--- src/rtl/instruction_fetch_unit.sv ---
// Fetch stage of the RISC-V core.
// Holds the program counter and fetches one 32-bit instruction at a time over
// a req/ready handshake. It presents the instruction and its opcode/funct
// fields to the control unit, and picks the next PC from the branch decision.
// A misaligned branch target parks the unit in HALT until reset.
module instruction_fetch_unit #(
    parameter logic [31:0] RESET_PC = 32'h0000_0000
) (
    input  logic        clk,
    input  logic        rst,
    input  logic        BranchEqual,
    input  logic [31:0] BranchOffset,
    input  logic        Stall,
    output logic        imem_req,
    output logic [31:0] imem_addr,
    input  logic [31:0] imem_rdata,
    input  logic        imem_ready,
    output logic [31:0] Instr,
    output logic [6:0]  OPCode,
    output logic [2:0]  funct3,
    output logic [6:0]  funct7,
    output logic [31:0] PC,
    output logic        InstrValid,
    output logic        Halted,
    output logic [31:0] InstrCount
);

    typedef enum logic [1:0] {
        IDLE  = 2'd0,
        FETCH = 2'd1,
        ISSUE = 2'd2,
        HALT  = 2'd3
    } state_t;

    state_t      state_q, state_d;
    logic [31:0] pc_q, pc_d;
    logic [31:0] instr_q, instr_d;
    logic [31:0] cnt_q, cnt_d;
    logic        req_q, req_d;
    logic [31:0] next_pc;

    // Candidate next PC; it only takes effect on the consume edge, so
    // BranchEqual/BranchOffset are don't-cares at any other time.
    always_comb begin
        next_pc = BranchEqual ? (pc_q + BranchOffset) : (pc_q + 32'd4);
    end

    // Next-state logic for the fetch FSM and its datapath registers
    always_comb begin
        state_d = state_q;
        pc_d    = pc_q;
        instr_d = instr_q;
        cnt_d   = cnt_q;
        case (state_q)
            IDLE: begin
                state_d = FETCH;
            end
            FETCH: begin
                // Address and request stay put until memory completes.
                if (imem_ready) begin
                    instr_d = imem_rdata;
                    state_d = ISSUE;
                end
            end
            ISSUE: begin
                // Consume: count it, then either follow the target or halt
                // with PC left pointing at the offending branch.
                if (!Stall) begin
                    cnt_d = cnt_q + 32'd1;
                    if (next_pc[1:0] != 2'b00) begin
                        state_d = HALT;
                    end else begin
                        pc_d    = next_pc;
                        state_d = FETCH;
                    end
                end
            end
            HALT: begin
                state_d = HALT;
            end
            default: begin
                state_d = IDLE;
            end
        endcase
        // Request is registered: it is high exactly while in FETCH.
        req_d = (state_d == FETCH);
    end

    // State and datapath registers with asynchronous reset
    always_ff @(posedge clk or posedge rst) begin
        if (rst) begin
            state_q <= IDLE;
            pc_q    <= RESET_PC;
            instr_q <= 32'd0;
            cnt_q   <= 32'd0;
            req_q   <= 1'b0;
        end else begin
            state_q <= state_d;
            pc_q    <= pc_d;
            instr_q <= instr_d;
            cnt_q   <= cnt_d;
            req_q   <= req_d;
        end
    end

    // Outputs: decode fields are plain slices of the captured word
    always_comb begin
        imem_req   = req_q;
        imem_addr  = pc_q;
        PC         = pc_q;
        Instr      = instr_q;
        OPCode     = instr_q[6:0];
        funct3     = instr_q[14:12];
        funct7     = instr_q[31:25];
        InstrValid = (state_q == ISSUE);
        Halted     = (state_q == HALT);
        InstrCount = cnt_q;
    end

endmodule

--- config.mk ---
export PLATFORM = sky130hd
export DESIGN_NAME = instruction_fetch_unit
export DESIGN_NICKNAME = d
export VERILOG_FILES = /design/src/rtl/instruction_fetch_unit.sv
export SDC_FILE = /design/constraint.sdc
export NUM_CORES = 1
export LEC_CHECK = 0
export CORE_MARGIN = 1.5
export CORE_UTILIZATION = 50
export DETAILED_ROUTE_END_ITERATION = 10
export PLACE_DENSITY = 0.89
export SYNTH_ARGS = -nofsm -noshare
export SYNTH_HDL_FRONTEND = slang
export SYNTH_SLANG_ARGS = --single-unit
--- constraint.sdc ---
create_clock -name clk -period 7 [get_ports clk]
set_input_delay 1.05 -clock clk [delete_from_list [all_inputs] [get_ports clk]]
set_output_delay 1.05 -clock clk [all_outputs]
set_load 0.005 [all_outputs]
**Word-level counts from Yosys, hierarchy flattened**

Cells that the tools add are included.

- Multiplexer cells: 5
- Bitwise operators: 2
- Reduce and logical (&&, ||, !) cells: 5
- Equality and inequality tests: 4
- $add $sub $neg: 3

Operators with widths:

| kind | count |
|---|---|
| adder 32 x 1 -> 32 bit, second input constant | 1 |
| adder 32 x 3 -> 32 bit, second input constant | 1 |
| adder 32 bit | 1 |
| 2-to-1 mux 32 bit | 1 |
| one-hot mux 2 bit (4 select lines) | 1 |
| 2-to-1 mux 2 bit | 3 |
| == test 2 x 1 -> 1 bit, second input constant | 2 |
| == test 2 bit, second input constant | 2 |
| AND reduction 2 bit | 2 |
| AND reduction 3 bit | 1 |
| zero test 2 bit | 1 |
| inverter 1 bit | 2 |
| nonzero test 2 bit | 1 |

- Logic and storage cells: 24
- Flip-flop bits (word level): 99
- Output and inout bits: 148
- Input bits: 69

**Longest topological paths before layout**

Gate-level depths: netlist (run 1).

- Depth after elaboration: 7
- Gate-level depth with buffers: 11
- Mapped depth without buffers: 10

**Worst setup path before layout (run 1)**

Ideal clock, no wire load.

- Kind: input-to-reg
- Start point: input port BranchOffset[0]
- End point: register pc_q[24] (netlist: PC[24])
- Stages: 10
- Buffers on the path: 0
- Required time: 6923 ps
- Arrival: 2989 ps
- Slack: 3934 ps
- Cell sequence: ha_1 > fa_1 > a21oi_1 > o211ai_1 > nand2b_1 > o21ai_2 > a31oi_1 > o21ai_0 > mux2_2 > a21oi_1

- Cells in the longest elaborated chain, start to end: 5

Ends and longest elaborated chain:

| element | line | source |
|---|---|---|
| from (decl) | 12 | `input logic [31:0] BranchOffset,` |
| adder 32 bit * | 45 | `next_pc = BranchEqual ? (pc_q + BranchOffset) : (pc_q + 32'd4);` |
| 2-to-1 mux 32 bit * | 45 |  |
| nonzero test 2 bit | 70 | `if (next_pc[1:0] != 2'b00) begin` |
| inverter 1 bit (no source line) | n/a |  |
| AND reduction 3 bit (no source line) | n/a |  |
| to (signal assigned) | 99 | `pc_q <= pc_d;` |
| to (decl) | 36 | `logic [31:0] pc_q, pc_d;` |

Mark *: on every way between the ends. The rest lies on a longest branch, timed or not.
A chain may end at the register's enable or synchronous reset.

**Worst setup path in the final report (run 1)**

- Start point: input port BranchOffset[0]
- End point: register pc_q[19] (netlist: PC[19])

The elaborated chain is that of the path after synthesis.

==> results of run 1 <==
==> worst max path at each step <==
stage,start,endpoint,cells after the start
after floorplan,rst,InstrCount[0],1
after global placement,BranchOffset[0],PC[19],12
after detailed placement,BranchOffset[0],PC[19],12
after CTS,BranchOffset[0],PC[19],12
after global routing,BranchOffset[0],PC[19],12
final,BranchOffset[0],PC[19],12
==> power groups by stage <==
stage	logic [mW]	clock network [mW]	registers, mW
floorplan	0.153	0	0.665
global placement	0.326	0	0.666
detailed placement	0.333	0	0.670
CTS	0.335	0.496	0.660
global route	0.358	0.521	0.667
finish	0.332	0.489	0.659
==> cells in the mapped netlist, drive strengths merged (14+ instances only) <==
master  count
mux2       38
o21ai      29
and4       14
and3       17
clkbuf     16
xnor2      40
buf        55
nand2      43
nand3      40
nand4      15
a21oi      66
inv        20
o22ai      20
ha         33
nor2       43
xor2       15
dfrtp      99
==> sequential cells by signal, summed over array words and instances (netlist names) <==
signal	count
imem_req	1
Instr	32
PC	32
InstrCount	32
state_q	2
==> area by class of cell <==
class / instances / area (sq um)
Fill cell: 1057 / 4290
Tap cell: 176 / 220
Inverter: 20 / 77.6
Sequential cell: 99 / 2480
Timing Repair Buffer: 221 / 2200
Multi-Input combinational cell: 525 / 3690
Clock inverter: 7 / 65.1
Clock buffer: 9 / 225
==> layer usage <==
| layer | GRT usage (%) | up-vias |
|---|---|---|
| met3 | 4.02 | 38 |
| met4 | 8.85 | 0 |
| met1 | 33.0 | 2836 |
| met5 | 0 | - |
| li1 | - | 2874 |
| met2 | 39.0 | 227 |
==> worst register-to-register path, delay by kind of cell (launching register included) <==
| family | cells | cell delay, ns |
|---|---|---|
| buffers and inverters | 1 | 0.28 |
| AO/OA/AOI/OAI | 3 | 0.44 |
| AND/OR/NAND/NOR | 5 | 1.07 |
| adder cells (fa/ha/maj) | 2 | 0.76 |
| flip-flops | 1 | 0.49 |
==> kinds of logic (layout without fill, tap and decap cells) <==
| logic type | count (synthesis) | count (layout) | share of synthesized area [%] |
|---|---|---|---|
| AO/OA/AOI/OAI | 168 | 168 | 15.4 |
| adder cells (fa/ha/maj) | 34 | 34 | 6.40 |
| multiplexers | 45 | 45 | 7.42 |
| flip-flops | 99 | 99 | 36.6 |
| buffers and inverters | 91 | 257 | 8.90 |
| XOR/XNOR | 55 | 55 | 7.12 |
| AND/OR/NAND/NOR | 223 | 223 | 18.2 |
==> flow_summary.html, run 1 <==
<table>
<tr><th>Metric</th><th>Value</th></tr>
<tr><th colspan="2">Setup path</th></tr>
<tr><td>Crit path buffers/inverters</td><td>2</td></tr>
<tr><td>Maximum fanout along the worst path</td><td>24</td></tr>
<tr><td>Worst endpoint data arrival time</td><td>~4 ns</td></tr>
<tr><td>Crit-path slowest cell</td><td>or2b_1</td></tr>
<tr><td>Startpoint of the worst-slack reg-to-reg timing path</td><td>PC[0]</td></tr>
<tr><td>CP Data Required Time</td><td>between 7 and 8 ns</td></tr>
<tr><td>Category of the worst setup path capture point</td><td>flip-flop</td></tr>
<tr><td>Max incr delay on CP</td><td>between 0.6 and 0.7 ns</td></tr>
<tr><td>Type of the setup path with the least slack</td><td>input port to flip-flop</td></tr>
<tr><td>Length in cells of the worst reg-to-reg path</td><td>11</td></tr>
<tr><td>Crit path launch type</td><td>input port</td></tr>
<tr><td>Worst reg2reg endpoint</td><td>PC[19]</td></tr>
<tr><td>Cells along the critical path</td><td>clkdlybuf4s50_1, ha_1, fa_1, nor2_1, a21oi_1, or2b_1, nor2_2, buf_4, nand4b_1, a21oi_1, a31oi_1, nand3_1</td></tr>
<tr><td>Most frequent cell on the critical path</td><td>a21oi_1</td></tr>
<tr><td>Top Family by Delay on Critical Path</td><td>simple AND/OR/NAND/NOR gates</td></tr>
<tr><td>R2R setup slack</td><td>~3.8 ns</td></tr>
<tr><th colspan="2">Die</th></tr>
<tr><td># IOs</td><td>approximately 220</td></tr>
<tr><td># rows</td><td>42</td></tr>
<tr><td>Core area</td><td>between 10000 and 15000 sq um</td></tr>
<tr><td>Die width</td><td>~120 microns</td></tr>
<tr><td>Die outline height</td><td>around 120 microns</td></tr>
<tr><td>Die area</td><td>roughly 14000 sq um</td></tr>
<tr><td>Effective utilization at floorplan</td><td>between 50 and 60%</td></tr>
<tr><th colspan="2">Final layout</th></tr>
<tr><td>Share of final-layout standard cells stronger than drive strength 1</td><td>approximately a tenth</td></tr>
<tr><td>Final net count</td><td>slightly below 1000</td></tr>
<tr><td>Non-Filler Cell Area, Final</td><td>around 9000 sq um</td></tr>
<tr><td>Most frequent standard cell in the layout excluding fill and tap cells</td><td>clkdlybuf4s50_1</td></tr>
<tr><td>Relative area change from synthesis to final layout</td><td>32.4%</td></tr>
<tr><td>Number of antenna cells inserted</td><td>0</td></tr>
<tr><td>Final core utilization</td><td>67.6%</td></tr>
<tr><td>Commonest cells after routing, fill and taps aside</td><td>216 x clkdlybuf4s50_1, 99 x dfrtp_1, 66 x a21oi_1, 43 x nand2_1, 42 x nor2_1</td></tr>
<tr><td>Final instance count without filler cells</td><td>about 1100</td></tr>
<tr><th colspan="2">Logic synthesis</th></tr>
<tr><td>EDFF count, synth</td><td>0</td></tr>
<tr><td>Post-synthesis instance total</td><td>about 720</td></tr>
<tr><td>Proportion of netlist area held by the largest area contributor</td><td>a little over a third</td></tr>
<tr><td>Dominant cells by area after synthesis</td><td>dfrtp_1 37%, mux2_2 6.2%, ha_1 6.1%</td></tr>
<tr><td>Number of flip-flops and latches in the synthesized netlist</td><td>around 100</td></tr>
<tr><td>Post-synthesis cell area</td><td>between 6000 and 7000 sq um</td></tr>
<tr><td>Number of distinct library cell variants in the gate-level netlist after synthesis</td><td>67</td></tr>
<tr><td>Cell accounting for the most synthesized area</td><td>dfrtp_1</td></tr>
<tr><td>Syn nets</td><td>~820</td></tr>
<tr><td>Synthesized area divided by synthesized cell count</td><td>around 9.5 sq um</td></tr>
<tr><td>Post-synth ARST share</td><td>100%</td></tr>
<tr><td>YS warnings</td><td>0</td></tr>
<tr><td>Register area share after synthesis</td><td>between 30 and 40%</td></tr>
<tr><td>Top FF cell, synth</td><td>dfrtp_1</td></tr>
<tr><th colspan="2">Global route</th></tr>
<tr><td>Largest net degree at the start of global routing</td><td>73</td></tr>
<tr><td>Vias in the first global route</td><td>between 5000 and 6000</td></tr>
<tr><td>First-pass GRT wire length</td><td>between 20000 and 30000 microns</td></tr>
<tr><td>Global-route usage over all layers</td><td>between 20 and 25%</td></tr>
<tr><td>Remaining global-route overflow</td><td>0</td></tr>
<tr><td>Initial antenna violation count</td><td>0</td></tr>
<tr><th colspan="2">Timing</th></tr>
<tr><td>Setup repair after global routing missed its margin</td><td>false</td></tr>
<tr><td>Worst hold-check slack</td><td>0.491 ns</td></tr>
<tr><td>Final setup vio count</td><td>0</td></tr>
<tr><td>Count of final max-slew check failures</td><td>0</td></tr>
<tr><td>Headroom to the max-slew limit</td><td>between 30% and 40%</td></tr>
<tr><td>Worst slew pin tran</td><td>0.902 ns</td></tr>
<tr><td>Clock period minus worst slack</td><td>3.75 ns</td></tr>
<tr><td>Post-route clock skew</td><td>between 0.01 and 0.015 ns</td></tr>
<tr><td>Final hold vios</td><td>0</td></tr>
<tr><td>Total Neg Setup Slack</td><td>0 ns</td></tr>
<tr><td>Final critical-path setup slack</td><td>3.25 ns</td></tr>
<tr><td>Highest clock rate</td><td>about 0.27 GHz</td></tr>
<tr><td>Ratio of final minimum period to clock period</td><td>roughly 54%</td></tr>
<tr><th colspan="2">Placement</th></tr>
<tr><td>Post-DP HPWL</td><td>13200 microns</td></tr>
<tr><td>Weighted congestion reported at the end of routability-driven placement</td><td>around 0.88</td></tr>
<tr><td>Number of placed cells counting well taps</td><td>1041</td></tr>
<tr><td>Post-Place Cell Area</td><td>around 8700 sq um</td></tr>
<tr><td>I/O Buffers</td><td>around 220</td></tr>
<tr><td>Post-placement worst setup slack</td><td>between 2 and 3 ns</td></tr>
<tr><th colspan="2">Route</th></tr>
<tr><td>Post-Route M1 WL</td><td>approximately 7500 microns</td></tr>
<tr><td>Vias per cell</td><td>5.65</td></tr>
<tr><td>Total Routed Length</td><td>17300 microns</td></tr>
<tr><td>First-pass detailed-route iteration total</td><td>5</td></tr>
<tr><td>Uppermost layer routed</td><td>met4</td></tr>
<tr><td>Metal2 WL</td><td>approximately 8300 microns</td></tr>
<tr><td>Detailed-route wire length per cell</td><td>about 16 microns</td></tr>
<tr><td>Antenna-violating nets left</td><td>0</td></tr>
<tr><td>Drt first-iter violations</td><td>between 300 and 400</td></tr>
<tr><td>Post-route DRC</td><td>0</td></tr>
<tr><td>Total via count after detailed routing</td><td>roughly 6000</td></tr>
<tr><td>Met3 wire length</td><td>~1000 microns</td></tr>
<tr><th colspan="2">Power and ir drop</th></tr>
<tr><td>Internal power contribution</td><td>approximately 1.1 mW</td></tr>
<tr><td>Power Density</td><td>~170 nW/um^2</td></tr>
<tr><td>Switch share</td><td>about a quarter</td></tr>
<tr><td>Fraction of power consumed by combinational cells</td><td>between 20 and 25%</td></tr>
<tr><td>Share of power burned in registers</td><td>44.6%</td></tr>
<tr><td>Post-layout total power</td><td>1.48 mW</td></tr>
<tr><td>Leakage Power</td><td>roughly 3.9 nW</td></tr>
<tr><td>Max IR drop VDD</td><td>0.181 mV</td></tr>
<tr><td>Clock power frac</td><td>33.0%</td></tr>
<tr><td>P_sw</td><td>slightly below 0.4 mW</td></tr>
<tr><th colspan="2">Min path</th></tr>
<tr><td>Hold endpoint</td><td>InstrCount[22]</td></tr>
<tr><td>Start point of the worst hold path</td><td>InstrCount[22]</td></tr>
<tr><td>Type of the most critical hold path</td><td>flip-flop to flip-flop</td></tr>
<tr><td>Worst Hold Path Cells</td><td>1</td></tr>
<tr><th colspan="2">Clocking</th></tr>
<tr><td>CTS clk-pin slew, worst paths</td><td>~0.07 ns</td></tr>
<tr><td>Number of gates resized after cts</td><td>0</td></tr>
<tr><td>Clk sink count</td><td>99</td></tr>
<tr><td>Num CTS Buffers</td><td>9</td></tr>
<tr><td>Number of buffers on the longest clock path</td><td>2</td></tr>
<tr><td>CTS tree</td><td>built</td></tr>
<tr><td>Post-CTS repair timing setup buffer count</td><td>0</td></tr>
<tr><td>Skew-Pair Late Insertion Delay</td><td>0.34 ns</td></tr>
<tr><td>Master cell of the clock root buffer</td><td>clkbuf_16</td></tr>
<tr><td>H-tree depth</td><td>3</td></tr>
<tr><td>Hold buffer count at CTS</td><td>0</td></tr>
<tr><th colspan="2">Run status</th></tr>
<tr><td>Result of the run</td><td>completed</td></tr>
<tr><th colspan="2">Run</th></tr>
<tr><td>MaxCap Viol Count</td><td>0</td></tr>
</table>
Note: power is estimated with default switching activity, not from simulation.
==> run 2: changes to the inputs <==
- CORE_UTILIZATION: 50 -> 43
- PLACE_DENSITY: 0.89 -> 0.81
- clock period: 7 -> 3.09 ns (I/O delays scaled with it)
==> run 2 against run 1 <==
Against the previous run:
- count of clock-buffer cells in the layout did not move
- final cell count rose by 6.2%
- worst setup slack got worse by 2.9 ns
- wire length rose by 8.6%
- core utilization fell by 7.0 points
- global-route usage fell by 1.5 points
- highest routed layer unchanged
- total power rose by 130%
- register-to-register slack got worse by 3.5 ns
- hold slack got worse by 0.027 ns
==> flow_summary.html, run 2 (synthesis gave the netlist of run 1 again) <==
<table>
<tr><th>Metric</th><th>Value</th></tr>
<tr><th colspan="2">Run status</th></tr>
<tr><td>Result of the run</td><td>completed (unchanged)</td></tr>
<tr><th colspan="2">Power and ir drop</th></tr>
<tr><td>Power Density</td><td>364 nW/um^2 (was 165 nW/um^2)</td></tr>
<tr><td>Leakage Power</td><td>4.01 nW (was 3.86 nW)</td></tr>
<tr><td>Max IR drop VDD</td><td>0.304 mV (was 0.181 mV)</td></tr>
<tr><th colspan="2">Global route</th></tr>
<tr><td>Vias in the first global route</td><td>5896 (was 5693)</td></tr>
<tr><td>Remaining global-route overflow</td><td>0 (unchanged)</td></tr>
<tr><td>Largest net degree at the start of global routing</td><td>45 (was 73)</td></tr>
<tr><td>Global-route usage over all layers</td><td>22.8% (was 24.2%)</td></tr>
<tr><td>First-pass GRT wire length</td><td>30100 microns (was 28300 microns)</td></tr>
<tr><td>Initial antenna violation count</td><td>0 (unchanged)</td></tr>
<tr><th colspan="2">Final layout</th></tr>
<tr><td>Final net count</td><td>1010 (was 979)</td></tr>
<tr><td>Fill count</td><td>1311 (was 1057)</td></tr>
<tr><td>Share of final-layout standard cells stronger than drive strength 1</td><td>12.5% (was 9.31%)</td></tr>
<tr><td>Relative area change from synthesis to final layout</td><td>36.8% (was 32.4%)</td></tr>
<tr><td>Number of antenna cells inserted</td><td>0 (unchanged)</td></tr>
<tr><td>Final core utilization</td><td>60.6% (was 67.6%)</td></tr>
<tr><td>Multi-input gate area in the final layout</td><td>3690 sq um (about the same)</td></tr>
<tr><td>Commonest cells after routing, fill and taps aside</td><td>216 x clkdlybuf4s50_1, 99 x dfrtp_1, 66 x a21oi_1, 43 x nand2_1, 42 x nor2_1 (unchanged)</td></tr>
<tr><td>Most frequent standard cell in the layout excluding fill and tap cells</td><td>clkdlybuf4s50_1 (unchanged)</td></tr>
<tr><td>Non-Filler Cell Area, Final</td><td>9250 sq um (was 8950 sq um)</td></tr>
<tr><td>Register area</td><td>2480 sq um (unchanged)</td></tr>
<tr><td>Final instance count without filler cells</td><td>1123 (was 1057)</td></tr>
<tr><th colspan="2">Route</th></tr>
<tr><td>Vias per cell</td><td>5.45 (was 5.65)</td></tr>
<tr><td>Total Routed Length</td><td>18800 microns (was 17300 microns)</td></tr>
<tr><td>Total via count after detailed routing</td><td>6121 (was 5975)</td></tr>
<tr><td>Drt first-iter violations</td><td>426 (was 387)</td></tr>
<tr><td>Antenna-violating nets left</td><td>0 (unchanged)</td></tr>
<tr><td>Post-route DRC</td><td>0 (unchanged)</td></tr>
<tr><td>First-pass detailed-route iteration total</td><td>5 (unchanged)</td></tr>
<tr><td>Detailed-route wire length per cell</td><td>16.7 microns (was 16.4 microns)</td></tr>
<tr><th colspan="2">Setup path</th></tr>
<tr><td>Crit path launch type</td><td>input port (unchanged)</td></tr>
<tr><td>R2R setup slack</td><td>0.36 ns (was 3.84 ns)</td></tr>
<tr><td>Length in cells of the worst reg-to-reg path</td><td>10 (was 11)</td></tr>
<tr><td>CP Data Required Time</td><td>3.32 ns (was 7.21 ns)</td></tr>
<tr><td>Category of the worst setup path capture point</td><td>flip-flop (unchanged)</td></tr>
<tr><td>Worst reg2reg endpoint</td><td>PC[28] (was PC[19])</td></tr>
<tr><td>Startpoint of the worst-slack reg-to-reg timing path</td><td>PC[0] (unchanged)</td></tr>
<tr><td>Type of the setup path with the least slack</td><td>input port to flip-flop (unchanged)</td></tr>
<tr><td>Worst endpoint data arrival time</td><td>3.02 ns (was 3.96 ns)</td></tr>
<tr><td>Maximum fanout along the worst path</td><td>4 (was 24)</td></tr>
<tr><th colspan="2">Die</th></tr>
<tr><td>Core area</td><td>15300 sq um (was 13200 sq um)</td></tr>
<tr><td># IOs</td><td>217 (unchanged)</td></tr>
<tr><td># rows</td><td>45 (was 42)</td></tr>
<tr><td>Die area</td><td>16500 sq um (was 14200 sq um)</td></tr>
<tr><td>Die width</td><td>128 microns (was 119 microns)</td></tr>
<tr><td>Die outline height</td><td>128 microns (was 119 microns)</td></tr>
<tr><td>Effective utilization at floorplan</td><td>44.3% (was 51.1%)</td></tr>
<tr><th colspan="2">Timing</th></tr>
<tr><td>Highest clock rate</td><td>around 0.36 GHz</td></tr>
<tr><td>Worst slew pin tran</td><td>0.614 ns (was 0.902 ns)</td></tr>
<tr><td>Total Neg Setup Slack</td><td>0 ns (unchanged)</td></tr>
<tr><td>Final setup vio count</td><td>0 (unchanged)</td></tr>
<tr><td>Clock period minus worst slack</td><td>around 2.8 ns</td></tr>
<tr><td>Count of final max-slew check failures</td><td>0 (unchanged)</td></tr>
<tr><td>Post-route clock skew</td><td>0.00772 ns (was 0.0111 ns)</td></tr>
<tr><td>Ratio of final minimum period to clock period</td><td>90.2%</td></tr>
<tr><td>Setup repair after global routing missed its margin</td><td>false (unchanged)</td></tr>
<tr><td>Final hold vios</td><td>0 (unchanged)</td></tr>
<tr><td>Headroom to the max-slew limit</td><td>58.9% (was 39.9%)</td></tr>
<tr><th colspan="2">Clocking</th></tr>
<tr><td>CTS tree</td><td>built (unchanged)</td></tr>
<tr><td>Num CTS Buffers</td><td>9 (unchanged)</td></tr>
<tr><td>Master cell of the clock root buffer</td><td>clkbuf_16 (unchanged)</td></tr>
<tr><td>Clk sink count</td><td>99 (unchanged)</td></tr>
<tr><td>Number of buffers on the longest clock path</td><td>2 (unchanged)</td></tr>
<tr><td>CTS clk-pin slew, worst paths</td><td>0.07 ns (about the same)</td></tr>
<tr><td>H-tree depth</td><td>3 (unchanged)</td></tr>
<tr><td>Skew-Pair Late Insertion Delay</td><td>0.35 ns (was 0.34 ns)</td></tr>
<tr><td>Post-CTS repair timing setup buffer count</td><td>0 (unchanged)</td></tr>
<tr><th colspan="2">Placement</th></tr>
<tr><td>Post-DP HPWL</td><td>14500 microns (was 13200 microns)</td></tr>
<tr><td>I/O Buffers</td><td>216 (unchanged)</td></tr>
<tr><td>Weighted congestion reported at the end of routability-driven placement</td><td>0.935 (was 0.875)</td></tr>
<tr><td>Number of placed cells counting well taps</td><td>1107 (was 1041)</td></tr>
<tr><td>Post-Place Cell Area</td><td>8960 sq um (was 8660 sq um)</td></tr>
<tr><th colspan="2">Run</th></tr>
<tr><td>MaxCap Viol Count</td><td>0 (unchanged)</td></tr>
<tr><th colspan="2">Min path</th></tr>
<tr><td>Type of the most critical hold path</td><td>flip-flop to flip-flop (unchanged)</td></tr>
<tr><td>Worst Hold Path Cells</td><td>1 (unchanged)</td></tr>
<tr><td>Hold endpoint</td><td>InstrCount[31] (was InstrCount[22])</td></tr>
<tr><td>Start point of the worst hold path</td><td>InstrCount[31] (was InstrCount[22])</td></tr>
</table>
## run 2: cell types whose count changed in the layout (fill, tap and decap cells not counted), sizes merged
cell      before  now
buf            5   36
inv           26   24
clkinv         1    2
clkinvlp       0    1
## run 2: cell type report
cell class / count / area share [%]
Clock inverter: 7 / 0.636
Clock buffer: 9 / 2.43
Timing Repair Buffer: 252 / 26.6
Sequential cell: 99 / 26.8
Tap cell: 211 / 2.85
Multi-Input combinational cell: 525 / 39.9
Inverter: 20 / 0.838
## run 2: report_power, final
part | switching (mW) | internal (mW)
sequential | 0.0904 | 1.40
combinational | 0.276 | 0.497
clock | 0.542 | 0.562
## run 2: through the flow
step	power (mW)	hold slack (ns)	setup slack (ns)
detailed placement	2.29	0.458	-0.0322
floorplan	1.85	0.465	0.0361
global route	3.51	0.490	0.181
global placement	2.27	0.456	0.0488
finish	3.37	0.465	0.303
CTS	3.40	0.471	0.334
## run 2: worst max-delay path by stage
stage | end | from | cells after the start
floorplan | InstrCount[0] | rst | 1
global placement | PC[28] | BranchOffset[0] | 11
detailed placement | PC[28] | BranchOffset[0] | 11
CTS | PC[28] | BranchOffset[0] | 11
global route | PC[28] | BranchOffset[0] | 11
finish | PC[28] | BranchOffset[0] | 11
## run 2: repair_timing
| item | CTS | global route |
|---|---|---|
| gates resized for setup | 0 | 1 |
| hold buffers | 0 | 0 |
| hold endpoints to repair | 0 | 0 |
| setup endpoints to repair | 0 | 1 |
## run 2: worst max-delay path: stages
cell and delay (ns):
clkdlybuf4s50_1 0.40, ha_1 0.22, fa_1 0.40, a21oi_1 0.25, o211ai_1 0.13, nand2b_1 0.15, o21ai_2 0.13, a31o_2 0.25
a41oi_1 0.27, a211oi_1 0.12, or2_1 0.23
## run 2: routing by layer
layer  share of wire, %  vias to the layer above  GRT usage, %  routed length, microns
li1                   -                     2938             -                       -
met1                 44                     2943          30.9                    8190
met5                  0                        -             0                       0
met3                5.9                       25          4.12                    1120
met4                2.0                        0          7.27                     368
met2                 49                      215          37.0                    9130
